==> src/rtl/x9_seq_pkg.sv <==
// x9_seq_pkg: shared types and constants for the X9 run sequencer.
//   seq_state_t : sequencer FSM states
//   HOLD_CYC    : cycles the core is held in reset after loading
//   DEF_*       : default address / data / cycle-counter widths
package x9_seq_pkg;

  localparam int unsigned DEF_AW   = 8;
  localparam int unsigned DEF_W    = 8;
  localparam int unsigned DEF_CW   = 16;
  localparam int unsigned HOLD_CYC = 2;
  localparam int unsigned HOLD_CW  = 2;

  typedef enum logic [2:0] {
    ST_IDLE = 3'd0,
    ST_LOAD = 3'd1,
    ST_HOLD = 3'd2,
    ST_RUN  = 3'd3,
    ST_READ = 3'd4,
    ST_FIN  = 3'd5
  } seq_state_t;

endpackage

==> src/rtl/x9_run_sequencer_if.sv <==
// x9_run_sequencer_if: load and readback streams of the X9 run sequencer.
//   ld_valid/ld_ready/ld_addr/ld_data/ld_last : host -> sequencer load beats
//   rb_valid/rb_ready/rb_addr/rb_data         : sequencer -> host readback beats
//   master : host side, slave : sequencer side
interface x9_run_sequencer_if #(
  parameter int unsigned AW = x9_seq_pkg::DEF_AW,
  parameter int unsigned W  = x9_seq_pkg::DEF_W
) ();

  logic          ld_valid;
  logic          ld_ready;
  logic [AW-1:0] ld_addr;
  logic [W-1:0]  ld_data;
  logic          ld_last;

  logic          rb_valid;
  logic          rb_ready;
  logic [AW-1:0] rb_addr;
  logic [W-1:0]  rb_data;

  modport master (
    output ld_valid, ld_addr, ld_data, ld_last, rb_ready,
    input  ld_ready, rb_valid, rb_addr, rb_data
  );

  modport slave (
    input  ld_valid, ld_addr, ld_data, ld_last, rb_ready,
    output ld_ready, rb_valid, rb_addr, rb_data
  );

endinterface

==> src/rtl/beat_counter.sv <==
// beat_counter: loadable up-counter with terminal-count compare.
//   clk, reset : clock, synchronous active-high reset
//   clr_i      : force count to zero (wins over en_i)
//   en_i       : increment by one
//   term_i     : terminal value; tc_o is high while cnt_o == term_i
//   cnt_o      : current count
module beat_counter #(
  parameter int unsigned WIDTH = 8
) (
  input  logic             clk,
  input  logic             reset,
  input  logic             clr_i,
  input  logic             en_i,
  input  logic [WIDTH-1:0] term_i,
  output logic [WIDTH-1:0] cnt_o,
  output logic             tc_o
);

  logic [WIDTH-1:0] cnt_q;
  logic [WIDTH-1:0] cnt_d;

  always_comb begin
    cnt_d = cnt_q;
    if (clr_i) begin
      cnt_d = '0;
    end else if (en_i) begin
      cnt_d = cnt_q + WIDTH'(1);
    end
  end

  always_ff @(posedge clk) begin
    if (reset) begin
      cnt_q <= '0;
    end else begin
      cnt_q <= cnt_d;
    end
  end

  assign cnt_o = cnt_q;
  assign tc_o  = (cnt_q == term_i);

endmodule

==> src/rtl/x9_run_sequencer.sv <==
// x9_run_sequencer: host-side initiator for the X9 core. Preloads data memory
// from the load stream, releases the core from reset, runs it until done or
// timeout, then streams a window of data memory back out.
//   clk, reset          : clock, synchronous active-high reset
//   start               : job command, accepted only in IDLE
//   rb_base, rb_count   : readback window, latched on accepted start
//   bus (slave)         : load and readback streams
//   core_reset/req/done : X9 core control
//   mem_*               : sequencer side of the data-memory port (mem_sel steers the mux)
//   busy, finished      : status; finished pulses for one cycle in FIN
//   timeout, cycles     : sticky timeout flag and run-cycle count of the last job
module x9_run_sequencer
  import x9_seq_pkg::*;
#(
  parameter int unsigned AW      = DEF_AW,
  parameter int unsigned W       = DEF_W,
  parameter int unsigned CW      = DEF_CW,
  parameter int unsigned MAX_CYC = 4000
) (
  input  logic          clk,
  input  logic          reset,
  input  logic          start,
  input  logic [AW-1:0] rb_base,
  input  logic [AW:0]   rb_count,
  x9_run_sequencer_if.slave bus,
  output logic          core_reset,
  output logic          core_req,
  input  logic          core_done,
  output logic          mem_sel,
  output logic          mem_wr_en,
  output logic [AW-1:0] mem_addr,
  output logic [W-1:0]  mem_dat_out,
  input  logic [W-1:0]  mem_dat_in,
  output logic          busy,
  output logic          finished,
  output logic          timeout,
  output logic [CW-1:0] cycles
);

  localparam int unsigned NW = AW + 1;

  seq_state_t    state_q;
  logic [AW-1:0] rb_base_q;
  logic [NW-1:0] rb_count_q;
  logic          timeout_q;

  logic               in_idle, in_load, in_hold, in_run, in_read;
  logic               start_acc, ld_fire, rb_fire, rb_empty;
  logic               hold_tc, cyc_tc, rd_tc;
  logic [HOLD_CW-1:0] hold_cnt;
  logic [NW-1:0]      rd_idx;
  logic [AW-1:0]      rd_addr;

  assign in_idle = (state_q == ST_IDLE);
  assign in_load = (state_q == ST_LOAD);
  assign in_hold = (state_q == ST_HOLD);
  assign in_run  = (state_q == ST_RUN);
  assign in_read = (state_q == ST_READ);

  assign start_acc = in_idle && start;
  assign ld_fire   = in_load && bus.ld_valid;
  assign rb_empty  = (rb_count_q == '0);
  assign rb_fire   = bus.rb_valid && bus.rb_ready;

  // Hold count value only matters through its terminal compare.
  logic unused_hold_cnt;
  assign unused_hold_cnt = ^hold_cnt;

  // Core reset hold: counts HOLD cycles, cleared outside HOLD.
  beat_counter #(.WIDTH(HOLD_CW)) u_hold_cnt (
    .clk    (clk),
    .reset  (reset),
    .clr_i  (!in_hold),
    .en_i   (in_hold),
    .term_i (HOLD_CW'(HOLD_CYC - 1)),
    .cnt_o  (hold_cnt),
    .tc_o   (hold_tc)
  );

  // Run-cycle count; terminal one below the limit so the limit edge is counted.
  beat_counter #(.WIDTH(CW)) u_cyc_cnt (
    .clk    (clk),
    .reset  (reset),
    .clr_i  (start_acc),
    .en_i   (in_run),
    .term_i (CW'(MAX_CYC - 1)),
    .cnt_o  (cycles),
    .tc_o   (cyc_tc)
  );

  // Readback index; terminal is the last beat of the window.
  beat_counter #(.WIDTH(NW)) u_rd_cnt (
    .clk    (clk),
    .reset  (reset),
    .clr_i  (!in_read),
    .en_i   (rb_fire),
    .term_i (rb_count_q - NW'(1)),
    .cnt_o  (rd_idx),
    .tc_o   (rd_tc)
  );

  // Window address wraps modulo 2^AW.
  assign rd_addr = rb_base_q + rd_idx[AW-1:0];

  // Sequencer FSM and job registers.
  always_ff @(posedge clk) begin
    if (reset) begin
      state_q    <= ST_IDLE;
      rb_base_q  <= '0;
      rb_count_q <= '0;
      timeout_q  <= 1'b0;
    end else begin
      case (state_q)
        ST_IDLE: begin
          if (start) begin
            rb_base_q  <= rb_base;
            rb_count_q <= rb_count;
            timeout_q  <= 1'b0;
            state_q    <= ST_LOAD;
          end
        end
        ST_LOAD: begin
          if (ld_fire && bus.ld_last) state_q <= ST_HOLD;
        end
        ST_HOLD: begin
          if (hold_tc) state_q <= ST_RUN;
        end
        ST_RUN: begin
          // done wins over the cycle limit on the same edge
          if (core_done) begin
            state_q <= ST_READ;
          end else if (cyc_tc) begin
            timeout_q <= 1'b1;
            state_q   <= ST_FIN;
          end
        end
        ST_READ: begin
          if (rb_empty || (rb_fire && rd_tc)) state_q <= ST_FIN;
        end
        ST_FIN:  state_q <= ST_IDLE;
        default: state_q <= ST_IDLE;
      endcase
    end
  end

  // Stream side: decoded from the state register; readback data is memory read-through.
  assign bus.ld_ready = in_load;
  assign bus.rb_valid = in_read && !rb_empty;
  assign bus.rb_addr  = rd_addr;
  assign bus.rb_data  = mem_dat_in;

  // Memory port: load beats write on their accepting edge, never under reset.
  always_comb begin
    mem_wr_en   = 1'b0;
    mem_addr    = '0;
    mem_dat_out = '0;
    if (in_load) begin
      mem_wr_en   = ld_fire && !reset;
      mem_addr    = bus.ld_addr;
      mem_dat_out = bus.ld_data;
    end else if (in_read) begin
      mem_addr = rd_addr;
    end
  end

  assign core_reset = !in_run;
  assign core_req   = in_run;
  assign mem_sel    = !in_run;
  assign busy       = !in_idle;
  assign finished   = (state_q == ST_FIN);
  assign timeout    = timeout_q;

endmodule

==> src/flat_wrapper.sv <==
// flat-port wrapper written by rule: the top's interface ports become plain ports
module x9_run_sequencer_flat import x9_seq_pkg::*;
#(
  parameter int unsigned AW      = DEF_AW,
  parameter int unsigned W       = DEF_W,
  parameter int unsigned CW      = DEF_CW,
  parameter int unsigned MAX_CYC = 4000
)
  (clk, reset, start, rb_base, rb_count, core_reset, core_req, core_done, mem_sel, mem_wr_en, mem_addr, mem_dat_out, mem_dat_in, busy, finished, timeout, cycles, bus_ld_valid, bus_ld_addr, bus_ld_data, bus_ld_last, bus_rb_ready, bus_ld_ready, bus_rb_valid, bus_rb_addr, bus_rb_data);
  x9_run_sequencer_if #(.AW(AW), .W(W)) bus_i ();
  input  logic clk;
  input  logic reset;
  input  logic start;
  input  logic [AW-1:0] rb_base;
  input  logic [AW:0] rb_count;
  output logic core_reset;
  output logic core_req;
  input  logic core_done;
  output logic mem_sel;
  output logic mem_wr_en;
  output logic [AW-1:0] mem_addr;
  output logic [W-1:0] mem_dat_out;
  input  logic [W-1:0] mem_dat_in;
  output logic busy;
  output logic finished;
  output logic timeout;
  output logic [CW-1:0] cycles;
  input wire logic [$bits(bus_i.ld_valid)-1:0] bus_ld_valid;
  input wire logic [$bits(bus_i.ld_addr)-1:0] bus_ld_addr;
  input wire logic [$bits(bus_i.ld_data)-1:0] bus_ld_data;
  input wire logic [$bits(bus_i.ld_last)-1:0] bus_ld_last;
  input wire logic [$bits(bus_i.rb_ready)-1:0] bus_rb_ready;
  output wire logic [$bits(bus_i.ld_ready)-1:0] bus_ld_ready;
  output wire logic [$bits(bus_i.rb_valid)-1:0] bus_rb_valid;
  output wire logic [$bits(bus_i.rb_addr)-1:0] bus_rb_addr;
  output wire logic [$bits(bus_i.rb_data)-1:0] bus_rb_data;
  assign bus_i.ld_valid = bus_ld_valid;
  assign bus_i.ld_addr = bus_ld_addr;
  assign bus_i.ld_data = bus_ld_data;
  assign bus_i.ld_last = bus_ld_last;
  assign bus_i.rb_ready = bus_rb_ready;
  assign bus_ld_ready = bus_i.ld_ready;
  assign bus_rb_valid = bus_i.rb_valid;
  assign bus_rb_addr = bus_i.rb_addr;
  assign bus_rb_data = bus_i.rb_data;
  x9_run_sequencer #(.AW(AW), .W(W), .CW(CW), .MAX_CYC(MAX_CYC)) u_core (.clk(clk), .reset(reset), .start(start), .rb_base(rb_base), .rb_count(rb_count), .bus(bus_i), .core_reset(core_reset), .core_req(core_req), .core_done(core_done), .mem_sel(mem_sel), .mem_wr_en(mem_wr_en), .mem_addr(mem_addr), .mem_dat_out(mem_dat_out), .mem_dat_in(mem_dat_in), .busy(busy), .finished(finished), .timeout(timeout), .cycles(cycles));
endmodule
==> config.mk <==
export PLATFORM = sky130hd
export DESIGN_NAME = x9_run_sequencer_flat
export DESIGN_NICKNAME = d
export VERILOG_FILES = /design/src/rtl/x9_seq_pkg.sv /design/src/rtl/x9_run_sequencer_if.sv /design/src/rtl/beat_counter.sv /design/src/rtl/x9_run_sequencer.sv /design/src/flat_wrapper.sv
export SDC_FILE = /design/constraint.sdc
export NUM_CORES = 1
export LEC_CHECK = 0
export CAP_MARGIN = 10
export CORE_UTILIZATION = 46
export CTS_BUF_LIST = sky130_fd_sc_hd__clkbuf_8
export DETAILED_ROUTE_END_ITERATION = 6
export GPL_TIMING_DRIVEN = 0
export PLACE_DENSITY = 0.82
export SETUP_SLACK_MARGIN = 0.4
export SLEW_MARGIN = 20
export SYNTH_ARGS = -nofsm -noshare
export SYNTH_HDL_FRONTEND = slang
export SYNTH_SLANG_ARGS = --single-unit
==> constraint.sdc <==
create_clock -name clk -period 2.6 [get_ports clk]
set_input_delay 0.65 -clock clk [delete_from_list [all_inputs] [get_ports clk]]
set_output_delay 0.65 -clock clk [all_outputs]
set_load 0.05 [all_outputs]
==> run_results.csv, run 1 <==
group,metric,value,unit
worst_setup_path,path_class,"flip-flop to primary output",
floorplanning,die_h,80.3,µm
synth,synth_seq_cells,48,
global_routing,gr-total-overflow,0,
clocking,numCtsBuffers,5,
synth,synthFlopType,"dfxtp_1",
clocking,root_buffer,"clkbuf_8",
worst_setup_path,required,1.95,ns
final_layout,final_layout_size_suffix_gt1_share,32.7,%
clocking,insertion_delay,0.32,ns
worst_setup_path,path_max_fanout,2,
sta,fmax,0.330,GHz
synth,synth-seq-area-share,34.0,%
synth,synth_top_area_share,34.0,%
placed_design,gp_congestion,0.790,
drt,wl_per_cell,16.2,µm
floorplanning,coreArea,5920,µm²
synth,synth-xor-area-share,11.8,%
synth,synth_compound_area_share,13.9,%
worst_setup_path,reg2reg_depth,8,
clocking,cts_sinks,48,
sta,min_period_over_period,116,%
global_routing,grt_first_pass_wirelength,13200,µm
worst_setup_path,rr_endpoint,"u_core.u_rd_cnt.cnt_o[8]",
final_layout,layout_common_cells,"nand2_1, clkdlybuf4s50_1, dfxtp_1, nor2_1, buf_4",
synth,syn_area_per_cell,8.23,µm²
synth,yosys-top-cells-area,"dfxtp_1, nand2_1, xnor2_1",
floorplanning,io_pins,105,
clocking,path_clk_slew,0.09,ns
pwr,powerDensity,636,nW/µm²
worst_setup_path,critPathLaunchType,"flip-flop",
floorplanning,die_w,80.3,µm
global_routing,antenna_found_initial,0,
run,maxCapViolCount,0,
clocking,hold_buffers,0,
sta,slew_headroom,63.7,%
worst_hold_path,min-delay-path-class,"flip-flop to flip-flop",
drt,routed_wl,8990,µm
synth,yosysTopAreaCell,"dfxtp_1",
sta,fin_skew,0.0181,ns
synth,synth_cells,343,
drt,avgViaCountPerCell,5.44,
floorplanning,die_area,6450,µm²
synth,synth_cell_types,50,
synth,async_flop_share,0,%
synth,synth_simple_gate_area_share,26.2,%
drt,vias,3019,
drt,drc,0,
worst_setup_path,crit_end,"mem_addr[6]",
sta,fin_ws,-0.428,ns
final_layout,diodes,0,
sta,tightest_slew,0.544,ns
clocking,clockBufferDepth,2,
placed_design,dpl.hpwl,5720,µm
synth,synth.mux.area_fraction,2.17,%
global_routing,grt_pass1_vias,2817,
final_layout,area_growth,70.8,%
pwr,peakVddDrop,0.471,mV
worst_setup_path,cp.arrival,2.38,ns
sta,setup_viol,7,
worst_setup_path,reg2reg_slack,0.51,ns
floorplanning,start_util,47.7,%
final_layout,nFillCells,338,
clocking,htree_levels,2,
synth,synth_warnings,0,
synth,synth_edf_count,0,
global_routing,grt_max_degree,16,
status,violations,"setup timing",
synth,synth_fa_ha_area_share,6.03,%
worst_setup_path,critPathLaunch,"u_core.u_rd_cnt.cnt_o[0]",
sta,report.final.slew_viol_count,0,
sta,rsz0062_at_grt,"yes",
worst_setup_path,crit_path_end_kind,"primary output",
pwr,power_leakage,0.00209,µW
drt,drt_first_pass_iters,4,
sta,hold_ws,0.432,ns
worst_setup_path,regToRegStartpoint,"u_core.state_q[2]",
drt,drtAntennaViolNets,0,
final_layout,final_common_cell,"nand2_1",
synth,synthesis.area,2820,µm²
final_layout,utilization,81.4,%
floorplanning,row_count,28,
placed_design,place_worst_setup_slack,-0.750,ns
status,status,"finished with violations",
synth,synth_top_family_by_area,"simple AND/OR/NAND/NOR gates",
placed_design,port_buffers,96,
clocking,cts_tree,"yes",
final_layout,final_nets,540,
sta,fin_crit,3.03,ns
sta,finalHoldViolCount,0,
global_routing,grt_util_all_layers,26.5,%
drt,dr.first_iter.drc_count,159,
synth,syn_nets,404,
## worst min path at each step
stage,startpoint,end,slack [ns],depth (start not counted)
after floorplan,u_core.u_hold_cnt.cnt_o[0],u_core.u_hold_cnt.cnt_o[0],0.40,1
after global placement,u_core.u_hold_cnt.cnt_o[0],u_core.u_hold_cnt.cnt_o[0],0.41,1
after detailed placement,u_core.u_hold_cnt.cnt_o[0],u_core.u_hold_cnt.cnt_o[0],0.41,1
after CTS,u_core.u_hold_cnt.cnt_o[0],u_core.u_hold_cnt.cnt_o[0],0.43,1
after global routing,u_core.u_hold_cnt.cnt_o[0],u_core.u_hold_cnt.cnt_o[0],0.45,1
final,u_core.u_hold_cnt.cnt_o[0],u_core.u_hold_cnt.cnt_o[0],0.43,1
## critical path: stages (launching register included)
cell	delay [ns]
dfxtp_4	0.36
ha_4	0.16
fa_2	0.36
a21o_1	0.20
a21oi_2	0.16
o21bai_1	0.09
a21oi_2	0.25
xnor2_4	0.12
a22o_4	0.22
buf_6	0.15
## cell usage after synthesis (2+ instances only)
master and count:
a21o_1 2, a21oi_1 31, a22o_1 8, a31oi_1 5
and2_1 11, and3_1 4, buf_4 10, buf_6 2
clkbuf_1 7, dfxtp_1 48, ha_1 12, inv_1 9
mux2i_1 5, nand2_1 54, nand3_1 10, nand4_1 9
nor2_1 36, nor3_1 6, o21ai_0 3, o21ai_1 2
or3_1 3, or4_1 2, xnor2_1 21, xor2_1 17
## sequential cells by signal, summed over array words and instances (netlist names)
signal	count
u_core.u_cyc_cnt.cnt_o	16
u_core.timeout	1
u_core.u_rd_cnt.cnt_o	9
u_core.rb_base_q	8
u_core.state_q	3
u_core.rb_count_q	9
u_core.u_hold_cnt.cnt_o	2
## metrics by stage
| stage | cell area (µm²) | power [µW] | cells | TNS (ns) |
|---|---|---|---|---|
| detailed placement | 4160 | 2140 | 514 | -8.50 |
| CTS | 4580 | 2900 | 542 | -1.27 |
| global route | 4820 | 3190 | 555 | -2.22 |
| global placement | 4160 | 2110 | 514 | -7.70 |
| floorplan | 3100 | 1790 | 343 | -0.125 |
| finish | 4820 | 3070 | 555 | -1.65 |
## cell type report
type	instances	area [µm²]	share of cell area, %
clock buffer	5	68.8	1.43
clock inverter	3	42.5	0.882
tap	75	93.8	1.95
sequential	48	986	20.4
timing repair buffer	129	1360	28.2
inverter	10	37.5	0.778
multi-input combinational	265	2080	43.1
buffer	20	158	3.27
## timing repair
item	CTS	global route
setup endpoints to repair	40	60
pin swaps	14	16
resized for setup	259	49
endpoints found under the hold margin	0	0
setup buffers	19	13
gates cloned	1	0
## routing by layer
metal	wire (µm)	vias up	track usage (%)
li1	-	1450	-
met1	3750	1447	31.1
met2	4690	111	48.4
met3	469	11	5.11
met4	82	0	8.04
met5	0	-	0
## cells by family (layout without fill, tap and decap cells)
kind of cell	Yosys count	count (layout)
xor gates and xnor gates	38	38
adders and majority gates	13	13
AOI/OAI and AO/OA	60	60
muxes	6	6
buffers and inverters	30	167
and+or+nand+nor	148	148
DFF	48	48
## where the power goes
group          leakage [µW]  switching, µW  total [µW]  internal, µW
Clock             0.0000541            264         549           285
Sequential         0.000396           62.4         852           790
Combinational       0.00164            892        1670           774
Total               0.00209           1220        3070          1850
Power figures use the tool's default switching activity.
==> inputs of run 2 (changes only) <==
Settings changed: CORE_MARGIN from default to 5, PLACE_DENSITY 0.82 to 0.91.
==> run_results.csv, run 2 (same netlist as run 1, synthesis figures left out) <==
group,metric,value,unit
sta,tightest_slew,0.642,ns
worst_setup_path,required,1.95,ns
global_routing,grt_util_all_layers,23.8,%
placed_design,gp_congestion,0.847,
drt,wl_per_cell,20.0,µm
global_routing,grt_pass1_vias,3038,
floorplanning,die_w,88.3,µm
worst_setup_path,critPathLaunchType,"flip-flop",
worst_setup_path,cp_slowest_cell,"dfxtp_4",
final_layout,area_growth,71.1,%
final_layout,final_nets,540,
drt,dr.first_iter.drc_count,208,
sta,slew_headroom,57.2,%
clocking,cts_tree,"yes",
drt,drtAntennaViolNets,0,
worst_hold_path,hp-start,"u_core.rb_base_q[6]",
final_layout,largest_register_ffs,16,
worst_setup_path,path_class,"flip-flop to primary output",
pwr,peakVddDrop,0.489,mV
worst_setup_path,cpLargestDelayFamily,"compound AO/OA/AOI/OAI gates",
final_layout,utilization,81.1,%
sta,fin_crit,3.04,ns
placed_design,dpl.hpwl,6150,µm
drt,drc,0,
global_routing,antenna_found_initial,0,
placed_design,port_buffers,96,
worst_hold_path,min-delay-path-class,"flip-flop to flip-flop",
worst_setup_path,critPathMaxStageDelay,0.37,ns
floorplanning,die_area,7800,µm²
sta,fin_skew,0.00967,ns
clocking,clockBufferDepth,2,
final_layout,diodes,0,
global_routing,grt_first_pass_wirelength,14500,µm
final_layout,nFillCells,320,
final_layout,layout_common_cells,"nand2_1, clkdlybuf4s50_1, nor2_1, dfxtp_1, buf_4",
drt,routed_wl,11100,µm
sta,rsz0062_at_grt,"yes",
status,violations,"setup timing",
global_routing,gr-total-overflow,0,
worst_setup_path,cp.buffers_inverters,1,
sta,fmax,0.328,GHz
pwr,power_leakage,0.00207,µW
final_layout,final_layout_size_suffix_gt1_share,31.7,%
status,status,"finished with violations",
sta,fin_ws,-0.444,ns
clocking,path_clk_slew,0.09,ns
floorplanning,row_count,28,
worst_setup_path,cp.arrival,2.39,ns
worst_setup_path,crit_path_end_kind,"primary output",
clocking,root_buffer,"clkbuf_8",
run,maxCapViolCount,0,
pwr,powerDensity,666,nW/µm²
clocking,hold_buffers,0,
sta,setup_viol,10,
clocking,htree_levels,2,
worst_setup_path,path_max_fanout,2,
floorplanning,die_h,88.3,µm
drt,vias,3228,
floorplanning,coreArea,5960,µm²
sta,min_period_over_period,117,%
drt,avgViaCountPerCell,5.82,
global_routing,grt_max_degree,16,
clocking,insertion_delay,0.31,ns
floorplanning,io_pins,105,
worst_setup_path,crit_chain,"ha_4 > fa_2 > a21o_1 > a21oi_2 > o21bai_1 > a21oi_2 > xnor2_4 > a22o_4 > buf_6",
sta,tns,-2.32,ns
clocking,numCtsBuffers,5,
worst_setup_path,path_common_cell,"a21oi_2",
sta,finalHoldViolCount,0,
sta,report.final.slew_viol_count,0,
worst_setup_path,critPathLaunch,"u_core.u_rd_cnt.cnt_o[0]",
clocking,cts_sinks,48,
floorplanning,start_util,47.4,%
worst_setup_path,regToRegStartpoint,"u_core.state_q[0]",
final_layout,post-route-cell-area,4830,µm²
placed_design,place_worst_setup_slack,-0.801,ns
final_layout,final_common_cell,"nand2_1",
placed_design,placed_area,4160,µm²
drt,drt_first_pass_iters,5,
==> run 2: cell count changes in the layout (fill, tap and decap cells not counted), sizes merged <==
cell           previous run  this run
clkdlybuf4s15             0         2
clkinv                    1         0
clkdlybuf4s50            47        49
bufinv                    1         3
dlymetal6s2s              8         5
clkinvlp                  1         0
clkbuf                   12        14
dlygate4sd2              10        12
buf                      77        72
==> run 2: layout make-up <==
class	instances	area (µm²)	share of cell area (%)
Tap cell	75	93.8	1.94
Clock inverter	3	90.1	1.86
Sequential cell	48	990	20.5
Multi-Input combinational cell	265	2040	42.3
Timing Repair Buffer	129	1350	28.0
Clock buffer	5	68.8	1.42
Buffer	20	155	3.21
Inverter	10	37.5	0.777
==> run 2: path summary, 6_finish.rpt <==
kind                                                  to  slack (ns)  cells past startpoint
worst max-delay path                         mem_addr[6]       -0.44                      9
worst min-delay path                 u_core.rb_base_q[6]        0.47                      2
worst max register to register  u_core.u_rd_cnt.cnt_o[8]        0.31                      8
worst min register to register       u_core.rb_base_q[6]        0.47                      2
==> run 2: worst reg2reg max path, stage by stage, from the launching register on <==
cell      delay [ns]
dfxtp_2         0.35
buf_4           0.15
or3b_4          0.41
buf_6           0.15
a311oi_4        0.38
and3_4          0.28
nand4_1         0.16
xor2_1          0.22
nor2_1          0.06
==> run 2: metrics by stage <==
stage	cells	power, µW	hold WS [ns]
after floorplan	343	1790	0.399
after global placement	514	2110	0.407
after detailed placement	514	2150	0.436
after CTS	538	2960	0.448
after global routing	555	3330	0.503
final	555	3220	0.467
==> run 2: layer usage <==
layer  part of all wire [%]  routed length [µm]  GRT usage (%)  vias up
li1                       -                   -              -     1443
met5                      0                   0              0        -
met2                     53                5840           44.0      191
met1                     36                3960           25.9     1549
met4                    3.9                 435           10.6        0
met3                    7.8                 872           4.84       45
==> run 2: power breakdown <==
group          internal [µW]  leakage [µW]  switching, µW
Sequential               792      0.000397           67.9
Clock                    481     0.0000784            265
Combinational            715       0.00160            899
==> run 2: timing repair <==
action,CTS,global route
gates resized for setup,222,60
setup buffers,16,14
endpoints found under the setup margin,41,62
cloned,0,3
pin swaps,17,28
